`config.mk`:
```
export PLATFORM = sky130hd
export DESIGN_NAME = armleocpu_mem_1rwm_ctrl
export DESIGN_NICKNAME = d
export VERILOG_FILES = /design/src/rtl/armleocpu_mem_1rwm_ctrl.sv
export SDC_FILE = /design/constraint.sdc
export NUM_CORES = 1
export LEC_CHECK = 0
export ABC_AREA = 1
export CORE_ASPECT_RATIO = 0.5
export CORE_MARGIN = 2
export CORE_UTILIZATION = 25
export DETAILED_ROUTE_END_ITERATION = 8
export GPL_ROUTABILITY_DRIVEN = 0
export GPL_TIMING_DRIVEN = 0
export HOLD_SLACK_MARGIN = 0.05
export PLACE_DENSITY = 0.84
export SLEW_MARGIN = 20
export SYNTH_ARGS = -nofsm -noshare
export SYNTH_HDL_FRONTEND = slang
export SYNTH_SLANG_ARGS = --single-unit
```
`constraint.sdc`:
```
create_clock -name clk -period 1.6 [get_ports clk]
set_input_delay 0.16 -clock clk [delete_from_list [all_inputs] [get_ports clk]]
set_output_delay 0.16 -clock clk [all_outputs]
set_load 0.02 [all_outputs]
```
`src/rtl/armleocpu_mem_1rwm_ctrl.sv`:
```
// ---------------------------------------------------------------------------
// armleocpu_mem_1rwm_ctrl
//
// Initiator-side controller for a single-port, byte-write-enabled synchronous
// memory. The memory is read-first, has a 1-cycle read latency, and holds its
// read data until the next read. The controller turns a request channel and a
// response channel into the memory's address/read/write strobes. After reset
// it can zero-fill the whole array before it accepts any request.
//
// Handshake rules (both channels):
//   A transfer happens on a rising edge where valid && ready are both high.
//   A producer that raises valid keeps it high, with its payload stable,
//   until the transfer. ready may depend combinationally on the other side:
//   req_ready follows resp_ready in RESP, which gives one request per cycle.
//
// Ports:
//   clk, rst          clock and synchronous active-high reset
//   req_*             request channel: valid/ready, write flag, word address,
//                     per-lane write enable, write data
//   resp_*            response channel: valid/ready, echoed write flag,
//                     read data (combinational pass-through of mem_readdata)
//   init_done         high once the clear sequence has finished
//   mem_*             strobes to and data from the storage array
//   dbg_state         current FSM state, for checkers and debug
// ---------------------------------------------------------------------------
module armleocpu_mem_1rwm_ctrl #(
  parameter int ELEMENTS_W = 7,
  parameter int WIDTH      = 32,
  parameter int GRANULITY  = 8,
  parameter bit INIT_CLEAR = 1'b1
) (
  input  logic                          clk,
  input  logic                          rst,

  input  logic                          req_valid,
  output logic                          req_ready,
  input  logic                          req_write,
  input  logic [ELEMENTS_W-1:0]         req_address,
  input  logic [WIDTH/GRANULITY-1:0]    req_writeenable,
  input  logic [WIDTH-1:0]              req_writedata,

  output logic                          resp_valid,
  input  logic                          resp_ready,
  output logic                          resp_write,
  output logic [WIDTH-1:0]              resp_readdata,

  output logic                          init_done,

  output logic [ELEMENTS_W-1:0]         mem_address,
  output logic                          mem_read,
  input  logic [WIDTH-1:0]              mem_readdata,
  output logic                          mem_write,
  output logic [WIDTH/GRANULITY-1:0]    mem_writeenable,
  output logic [WIDTH-1:0]              mem_writedata,

  output logic [1:0]                    dbg_state
);

  localparam int LANES    = WIDTH / GRANULITY;
  localparam int ELEMENTS = 2 ** ELEMENTS_W;
  localparam logic [ELEMENTS_W-1:0] LAST_ADDRESS = ELEMENTS_W'(ELEMENTS - 1);

  // A partial lane would leave data bits with no write enable.
  if ((WIDTH % GRANULITY) != 0) begin : g_bad_granularity
    $fatal(1, "WIDTH must be a multiple of GRANULITY");
  end

  typedef enum logic [1:0] {
    S_INIT = 2'd0,
    S_IDLE = 2'd1,
    S_RESP = 2'd2
  } state_t;

  state_t                  state;
  logic [ELEMENTS_W-1:0]   clear_counter;
  logic                    accept;

  assign dbg_state = state;

  // -------------------------------------------------------------------------
  // Request side. In RESP a new request can only be taken while the current
  // response is being consumed, because the memory read port would otherwise
  // overwrite the data still presented on resp_readdata. Nothing is accepted
  // while rst is high so that a request cannot slip into a reset cycle.
  // -------------------------------------------------------------------------
  always_comb begin
    req_ready = 1'b0;
    if (!rst) begin
      case (state)
        S_IDLE:  req_ready = 1'b1;
        S_RESP:  req_ready = resp_ready;
        default: req_ready = 1'b0;
      endcase
    end
  end

  assign accept = req_valid && req_ready;

  // -------------------------------------------------------------------------
  // Memory strobes. Address/data/enable default to the request payload; they
  // are don't-care unless mem_read or mem_write is high. The strobes are
  // forced low during rst so no stray write reaches the array.
  // -------------------------------------------------------------------------
  always_comb begin
    mem_address     = req_address;
    mem_writeenable = req_writeenable;
    mem_writedata   = req_writedata;
    mem_read        = 1'b0;
    mem_write       = 1'b0;
    if (!rst) begin
      if (state == S_INIT) begin
        mem_address     = clear_counter;
        mem_writeenable = {LANES{1'b1}};
        mem_writedata   = '0;
        mem_write       = 1'b1;
      end else if (accept) begin
        mem_read  = !req_write;
        mem_write = req_write;
      end
    end
  end

  // The memory holds its read data until the next read, and no read is
  // issued while a response stalls, so a plain pass-through is stable.
  assign resp_readdata = mem_readdata;

  // -------------------------------------------------------------------------
  // Control FSM with registered response and init status.
  // -------------------------------------------------------------------------
  always_ff @(posedge clk) begin
    if (rst) begin
      state         <= INIT_CLEAR ? S_INIT : S_IDLE;
      clear_counter <= '0;
      resp_valid    <= 1'b0;
      resp_write    <= 1'b0;
      init_done     <= !INIT_CLEAR;
    end else begin
      case (state)
        S_INIT: begin
          // The counter wraps back to 0 on the last address, so the clear
          // takes exactly ELEMENTS cycles with no extra turn-around cycle.
          clear_counter <= clear_counter + 1'b1;
          if (clear_counter == LAST_ADDRESS) begin
            state     <= S_IDLE;
            init_done <= 1'b1;
          end
        end

        S_IDLE: begin
          if (accept) begin
            state      <= S_RESP;
            resp_valid <= 1'b1;
            resp_write <= req_write;
          end
        end

        S_RESP: begin
          if (resp_ready) begin
            if (accept) begin
              // Back-to-back: the next response follows immediately.
              state      <= S_RESP;
              resp_valid <= 1'b1;
              resp_write <= req_write;
            end else begin
              state      <= S_IDLE;
              resp_valid <= 1'b0;
            end
          end
        end

        default: begin
          state      <= S_IDLE;
          resp_valid <= 1'b0;
        end
      endcase
    end
  end

endmodule

```
==> reports/metrics.sh, run 1 <==
COMMONEST_NON_FILL_NON_TAP_CELLS_IN_THE_LAYOUT='sky130_fd_sc_hd__clkdlybuf4s50_1, sky130_fd_sc_hd__buf_4, sky130_fd_sc_hd__inv_1, sky130_fd_sc_hd__nor2_1, sky130_fd_sc_hd__buf_6'
CRITPATHCAPTURETYPE='output pin'
FMAX_MHz=600.0
CTS.REPORTEDPATHS.CLKPINSLEW_NS=0.06
TOTAL_POWER_mW=2.930
GRT_REMAINING_OVERFLOW=0
INITIALDRTVIOLATIONCOUNT=33
FP.DIEAREA_SQ_UM=5584
WORSTPATHBUFFERINVERTERCOUNT=5
POSTROUTEWIRELENGTH_UM=5731
STARTPOINT_TYPE_OF_THE_WORST_SETUP_PATH='flip-flop'
DRT.ANTENNA.VIOLATING_NETS=0
GRT_SETUP_UNREPAIRED='true'
MAX-VDD-IR-DROP_uV=394.4
VIOLATIONS_IN_THE_FINAL_REPORTS='negative setup slack'
YOSYSTOPAREACELL='sky130_fd_sc_hd__buf_4'
CLKLATENCYLATEPIN_NS=0.25
DRV_CAP=0
CRITICAL_PATH_CLASS='reg2out'
FINALCRITPERIODSHARE_PCT=104.2
PORTBUFFERS=130
DIE_H_UM=53.85
FINAL_DESIGN_AREA_NO_FILL_SQ_UM=3034
CLOCK-SINKS=12
FINALCLOCKSKEW_NS=0.006151
DETAIL_ROUTE.FIRST_PASS.ITERATIONS=6
SYNTH.LIB_CELLS_USED.DISTINCT=21
YS_SEQ_AREA_SHARE_PCT=19.34
TRACK_USAGE_PCT=18.37
TIMING_MAX_TRANSITION_VIOLATIONS_FINAL=0
NUM_CTS_BUFFERS=3
DETAIL_ROUTE.WL_PER_CELL_UM=13.05
POWER.DENSITY_CELL_AREA_nW_PER_UM2=965.7
MAX-CLOCK-PATH-BUFFERS=2
TIMING.CRITICAL_PATH.SLOWEST_STAGE_CELL='sky130_fd_sc_hd__dfxtp_2'
PRECTSSETUPSLACK_NS=-0.6602
RELSLEWSLACK_PCT=76.41
PATH_CELLS='inv_4 > ha_4 > inv_6 > nor2_4 > buf_6 > buf_6 > nand2_2 > nand2_2 > buf_6'
HOLD-WORST-SLACK_NS=0.3550
RUN_STATUS='finished with violations'
WORST_SLACK_NS=-0.06666
DPL_CELL_AREA_SQ_UM=2716
DRC_ERRORS=0
LAYOUT_COMMONEST_CELL='sky130_fd_sc_hd__clkdlybuf4s50_1'
CRIT_FANOUT=5
SYN_AREA_SQ_UM=1242
NUM_VIAS=1848
AREA_GROWTH_SYN_TO_LAYOUT_PCT=144.2
CTS-ROOT-BUF='sky130_fd_sc_hd__clkbuf_8'
PIN_COUNT=163
GRT_START_MAX_NET_PINS=11
HOLDCRITPATHCLASS='in2reg'
WORST-ENDPOINT-REQUIRED_NS=1.44
LEAKAGEPOWER_nW=1.484
YS_WARN_COUNT=0
DIE_W_UM=103.7
WIRE_LENGTH_OF_THE_FIRST_GLOBAL_ROUTING_PASS_UM=8142
LAYOUT-DRIVE-GT1-SHARE_PCT=42.01
CRIT_TOP_CELL='sky130_fd_sc_hd__buf_6'
WORST_PIN_SLEW_NS=0.3533
MET1_ROUTING_RESOURCE_USAGE_AFTER_GLOBAL_ROUTING_PCT=18.82
YOSYSTOPAREACELLSHARE_PCT=20.54
ROWS=18
GRT_ANTENNA_BEFORE_REPAIR=0
GRTUSAGEMET3_PCT=2.906
SYNTH_TOP_CELLS_BY_AREA='sky130_fd_sc_hd__buf_4, sky130_fd_sc_hd__dfxtp_1, sky130_fd_sc_hd__nor2_1, sky130_fd_sc_hd__inv_1, sky130_fd_sc_hd__nand2_1'
GRT_PASS1_VIAS=1725
HOLD_VIOL_FINAL=0
HPWLAFTERDP_UM=4224
FP.COREAREA_SQ_UM=4865
FINAL.SETUP.TNS_NS=-0.9958
TOP_FAMILY_BY_DELAY_ON_CRITICAL_PATH='buffers and inverters'
AVGVIACOUNTPERCELL=4.210
CTS_TREE='done'
ANTENNA-DIODE-COUNT=0
FINAL_NET_COUNT=454
FIN_CRIT_NS=1.667
USE_MET2_PCT=39.74
POSTSYNTHCELLCOUNT=216
SETUP-VIOLATIONS-FINAL=44
SYNTH_NETS=300
CRIT_ARRIVAL_NS=1.51
CRITPATHMAXSTAGEDELAY_NS=0.34
GLOBALROUTE.BUSIESTLAYER='met2'
HTREEDEPTH=1
SYNTHESIS.AREA_PER_INSTANCE_SQ_UM=5.752
YOSYS_REGISTER_BITS=12
INITIAL_UTILIZATION_PCT=25.54
## cell families after synthesis
group                      after synthesis  share of synthesized area [%]
AOI/OAI and AO/OA                       16                          7.050
adders and majority gates                4                          4.028
buffers and inverters                   85                          36.35
DFF                                     12                          19.34
and+or+nand+nor                         99                          33.23
## state kept, by name, summed over array words and instances (netlist names)
signal	count
resp_write	1
init_done	1
dbg_state	2
resp_valid	1
clear_counter	7
## through the flow
stage / utilization [%] / std cells
finish: 62.37 / 439
global route: 62.37 / 439
detailed placement: 55.84 / 416
floorplan: - / 216
CTS: 59.75 / 433
global placement: 55.84 / 416
## power breakdown
group,internal (mW),total [mW],switching (mW),leakage [nW]
combinational,1.07,2.19,1.12,1.36
sequential,0.354,0.406,0.0521,0.0986
clock,0.218,0.335,0.118,0.0288
## routing by layer
metal | wire length [um] | up-vias | part of all wire [%]
li1 | - | 908 | -
met2 | 3312 | 67 | 58
met5 | 0 | - | 0
met3 | 292 | 6 | 5.1
met1 | 2041 | 867 | 36
met4 | 85 | 0 | 1.5
## final cells by class
cell class | count | area (sq um)
inverters | 47 | 186.4
multi-input cells | 119 | 745.7
flip-flops and latches | 12 | 242.7
repair buffers | 151 | 1423
plain buffers | 36 | 294.0
fillers | 423 | 1831
well taps | 70 | 87.58
clock buffers | 4 | 55.05
## worst register-to-register path, stage by stage, from the launching register on
cell and delay [ns]:
sky130_fd_sc_hd__dfxtp_2 0.34, sky130_fd_sc_hd__inv_4 0.07, sky130_fd_sc_hd__buf_4 0.12, sky130_fd_sc_hd__ha_4 0.13
sky130_fd_sc_hd__nand2_1 0.06, sky130_fd_sc_hd__nand2_2 0.08, sky130_fd_sc_hd__nand4_4 0.12, sky130_fd_sc_hd__buf_4 0.16
sky130_fd_sc_hd__nand2_1 0.10, sky130_fd_sc_hd__inv_1 0.07, sky130_fd_sc_hd__nor2_1 0.10, sky130_fd_sc_hd__nor2_1 0.05
## synthesized netlist by cell type, drive strengths merged
library cell and number:
nor4 1, buf 38, nand2 31, or2 4, nand4 1, inv 47
a31oi 1, nand3 3, nor3 7, dfxtp 12, a31o 1, nor2 52
o21a 1, o21ai 7, a21oi 6, ha 4
## worst paths after layout
check,slack [ns],depth (start not counted),endpoint,startpoint
setup / recovery,-0.07,9,mem_address[2],dbg_state[0]
hold / removal,0.36,2,clear_counter[3],rst
setup reg to reg,0.10,11,dbg_state[0],dbg_state[0]
hold reg to reg,0.48,1,init_done,init_done
## what timing repair did
action	4_1_cts	5_1_grt
hold buffers	0	0
pin swaps	5	6
setup endpoints to repair	46	47
resized for setup	262	33
gates cloned	3	0
buffers inserted	10	8
No activity file was read; power rests on OpenSTA's default activity.
==> inputs of run 2 (changes only) <==
Settings changed: ABC_AREA 1 to not set, HOLD_SLACK_MARGIN 0.05 to 0.06, PLACE_DENSITY 0.84 to 0.86.
==> reports/metrics.sh, run 2 <==
RUN_STATUS='finished with violations'
VIOLATIONS_IN_THE_FINAL_REPORTS='negative setup slack'
RELSLEWSLACK_PCT=81.48
POSTROUTEWIRELENGTH_UM=5308
PRECTSSETUPSLACK_NS=-0.7103
PIN_COUNT=163
CTS_HOLD_REPAIR.BUFFERS=0
NUM_VIAS=1558
CTS-ROOT-BUF='sky130_fd_sc_hd__clkbuf_8'
YS_SEQ_AREA_SHARE_PCT=19.96
INITIALDRTVIOLATIONCOUNT=55
NETSWITCHINGPOWER_mW=0.4003
LEAKAGEPOWER_nW=1.315
TIMING_MAX_TRANSITION_VIOLATIONS_FINAL=0
INITIAL_UTILIZATION_PCT=26.69
STARTPOINT_TYPE_OF_THE_WORST_SETUP_PATH='flip-flop'
CTS.REPORTEDPATHS.CLKPINSLEW_NS=0.06
TOTAL_POWER_mW=1.305
TRACK_USAGE_PCT=16.94
POSTSYNTH.TOPFLOPCELL='sky130_fd_sc_hd__dfxtp_1'
DETAIL_ROUTE.FIRST_PASS.ITERATIONS=4
LAYOUT-DRIVE-GT1-SHARE_PCT=48.30
AVGVIACOUNTPERCELL=4.328
CLKLATENCYLATEPIN_NS=0.24
GRT_PASS1_VIAS=1501
REG2REG_SETUP_SLACK_NS=0.05
SYNTH_MOST_COMMON_CELL='sky130_fd_sc_hd__buf_4'
LARGEST_REGISTER_FFS=7
CRITICAL_PATH_CLASS='reg2out'
CRIT-REG2REG-CAPTURE='resp_write'
CLOCK-SINKS=12
SYNTHESIS.AREA_PER_INSTANCE_SQ_UM=8.024
SYNTH_TOP_CELLS_BY_AREA='sky130_fd_sc_hd__buf_4, sky130_fd_sc_hd__dfxtp_1, sky130_fd_sc_hd__and2_1, sky130_fd_sc_hd__nand2b_1, sky130_fd_sc_hd__ha_1'
FINAL_NET_COUNT=379
POSTSYNTHCELLCOUNT=150
SYNTH-ASYNC-RESET-RATIO_PCT=0
DRT.ANTENNA.VIOLATING_NETS=0
GRT_REMAINING_OVERFLOW=0
FRACTION_OF_POWER_CONSUMED_BY_SEQUENTIAL_LOGIC_PCT=24.0
HOLD_VIOL_FINAL=0
DIE_W_UM=102.1
GRT_START_MAX_NET_PINS=11
CTS_TREE='done'
FP.COREAREA_SQ_UM=4509
GRT_ANTENNA_BEFORE_REPAIR=0
WORST_PIN_SLEW_NS=0.2759
CRIT_ARRIVAL_NS=1.57
GRT_SETUP_UNREPAIRED='true'
WORST_SLACK_NS=-0.1323
SHARE_CLK_OF_TOTAL_POWER_PCT=22.0
SYNTH.LIB_CELLS_USED.DISTINCT=28
YS_WARN_COUNT=0
HPWLAFTERDP_UM=4004
CRIT_FANOUT=5
SYNTH_TOP_CELLS_BY_COUNT='sky130_fd_sc_hd__buf_4, sky130_fd_sc_hd__and2_1, sky130_fd_sc_hd__dfxtp_1'
YOSYS_REGISTER_BITS=12
FIN_CRIT_NS=1.732
HOLDCRITPATHCLASS='reg2reg'
WIRE_LENGTH_OF_THE_FIRST_GLOBAL_ROUTING_PASS_UM=7162
ROWS=17
WORSTHOLDSTART='resp_valid'
LARGEST-REGISTER='clear_counter'
PORTBUFFERS=130
SYNTH_ENABLE_FLOP_CELLS=0
DRV_CAP=0
SYNTH_NETS=234
LAYOUT_COMMONEST_CELL='sky130_fd_sc_hd__clkdlybuf4s50_1'
MAX-CLOCK-PATH-BUFFERS=2
HTREEDEPTH=1
COMMONEST_NON_FILL_NON_TAP_CELLS_IN_THE_LAYOUT='sky130_fd_sc_hd__clkdlybuf4s50_1, sky130_fd_sc_hd__buf_4, sky130_fd_sc_hd__buf_6, sky130_fd_sc_hd__and2_4, sky130_fd_sc_hd__and2_1'
MAX-VDD-IR-DROP_uV=257.9
FP.DIEAREA_SQ_UM=5420
WORST-ENDPOINT-REQUIRED_NS=1.44
SWITCHING_SHARE_OF_TOTAL_POWER_PCT=30.67
REG2REG_LAUNCH_POINT='dbg_state[1]'
DRC_ERRORS=0
SETUP-VIOLATIONS-FINAL=45
YOSYSTOPAREACELL='sky130_fd_sc_hd__buf_4'
YOSYSTOPAREACELLSHARE_PCT=20.58
FINAL.SETUP.TNS_NS=-3.383
FINALCLOCKSKEW_NS=0.007966
CRITPATHCAPTURETYPE='output pin'
NUM_CTS_BUFFERS=3
SYN_AREA_SQ_UM=1204
LAYOUT.CORE_UTILIZATION_PCT=63.93
ANTENNA-DIODE-COUNT=0
POWER.DENSITY_CELL_AREA_nW_PER_UM2=452.7
REG2REG_DEPTH=7
MIN_DELAY_WORST_ENDPOINT='resp_valid'
FINALCRITPERIODSHARE_PCT=108.3
WHS_PATH_DEPTH=2
DIE_H_UM=53.07
FMAX_MHz=577.3
AREA_GROWTH_SYN_TO_LAYOUT_PCT=139.5
P_INT_mW=0.9049
DETAIL_ROUTE.WL_PER_CELL_UM=14.74
SHARE_COMB_OF_TOTAL_POWER_PCT=54.0
==> run 2: cell types whose count changed in the layout (fill, tap and decap cells not counted), moves of 7 or more <==
cell,change
sky130_fd_sc_hd__nor2_1,-27
sky130_fd_sc_hd__nand2_1,-16
sky130_fd_sc_hd__nand2_2,-11
sky130_fd_sc_hd__and2_4,+21
sky130_fd_sc_hd__nand2b_1,+7
sky130_fd_sc_hd__buf_2,-10
sky130_fd_sc_hd__nor2_4,-11
sky130_fd_sc_hd__inv_1,-40
sky130_fd_sc_hd__and2_1,+11
==> run 2: how the worst max path moves through the flow <==
stage	cells past startpoint	start	endpoint	slack, ns
finish	8	dbg_state[1]	mem_writedata[6]	-0.13
global route	7	dbg_state[1]	mem_address[4]	-0.16
detailed placement	6	rst	mem_writedata[17]	-0.71
CTS	8	dbg_state[1]	mem_address[4]	-0.20
floorplan	7	dbg_state[0]	mem_address[3]	0.0002
global placement	6	rst	mem_writedata[12]	-0.65
==> run 2: repair_timing <==
| action | in CTS | in global routing |
|---|---|---|
| endpoints found under the setup margin | 46 | 48 |
| cloned | 3 | 0 |
| buffers inserted | 5 | 5 |
| gates resized for setup | 301 | 8 |
| pin swaps | 2 | 2 |
==> run 2: logic make-up (layout without fill, tap and decap cells) <==
logic type / count (synthesis) / count (layout) / share of synthesized area (%)
buffers and inverters: 42 / 186 / 24.22
and+or+nand+nor: 65 / 65 / 33.89
muxes: 11 / 11 / 9.875
adders and majority gates: 4 / 4 / 4.158
DFF: 12 / 12 / 19.96
xor gates and xnor gates: 4 / 4 / 2.911
AOI/OAI and AO/OA: 12 / 12 / 4.989
==> run 2: power groups by stage <==
stage | registers (mW) | logic [mW] | clock network [mW]
2_1_floorplan | 0.317 | 0.298 | 0
3_3_place_gp | 0.318 | 0.626 | 0
3_5_place_dp | 0.318 | 0.635 | 0
4_1_cts | 0.312 | 0.705 | 0.284
5_1_grt | 0.314 | 0.736 | 0.301
6_report | 0.313 | 0.705 | 0.287
==> run 2: final cells by class <==
| class | count | area (sq um) |
|---|---|---|
| inverter | 3 | 16.27 |
| tap | 66 | 82.58 |
| timing repair buffer | 142 | 1406 |
| clock buffer | 4 | 45.04 |
| buffer | 37 | 295.3 |
| multi-input combinational | 96 | 789.5 |
| sequential | 12 | 247.7 |
| fill | 377 | 1627 |
==> run 2: worst max-delay path: stages, from the launching register on <==
cell and delay, ns:
sky130_fd_sc_hd__dfxtp_4 0.36, sky130_fd_sc_hd__inv_4 0.06, sky130_fd_sc_hd__ha_4 0.15, sky130_fd_sc_hd__nand2b_4 0.06, sky130_fd_sc_hd__buf_6 0.13, sky130_fd_sc_hd__buf_4 0.14, sky130_fd_sc_hd__clkbuf_8 0.14, sky130_fd_sc_hd__and2_4 0.16
sky130_fd_sc_hd__buf_6 0.12
==> run 2: metal layers <==
layer	share of wire, %	wire (um)	vias up	GRT usage, %
met2	58	3053	73	36.29
met4	0.83	44	0	3.556
met3	5.7	303	5	1.849
met5	0	0	-	0
met1	36	1907	736	18.00
li1	-	-	744	-
==> run 2: per-stage QoR <==
step / hold slack, ns / cells / instance area [sq um]
2_1_floorplan: 0.3297 / 150 / 1225
3_3_place_gp: 0.4632 / 346 / 2609
3_5_place_dp: 0.4650 / 346 / 2609
4_1_cts: 0.4715 / 358 / 2859
5_1_grt: 0.5101 / 360 / 2883
6_report: 0.4794 / 360 / 2883
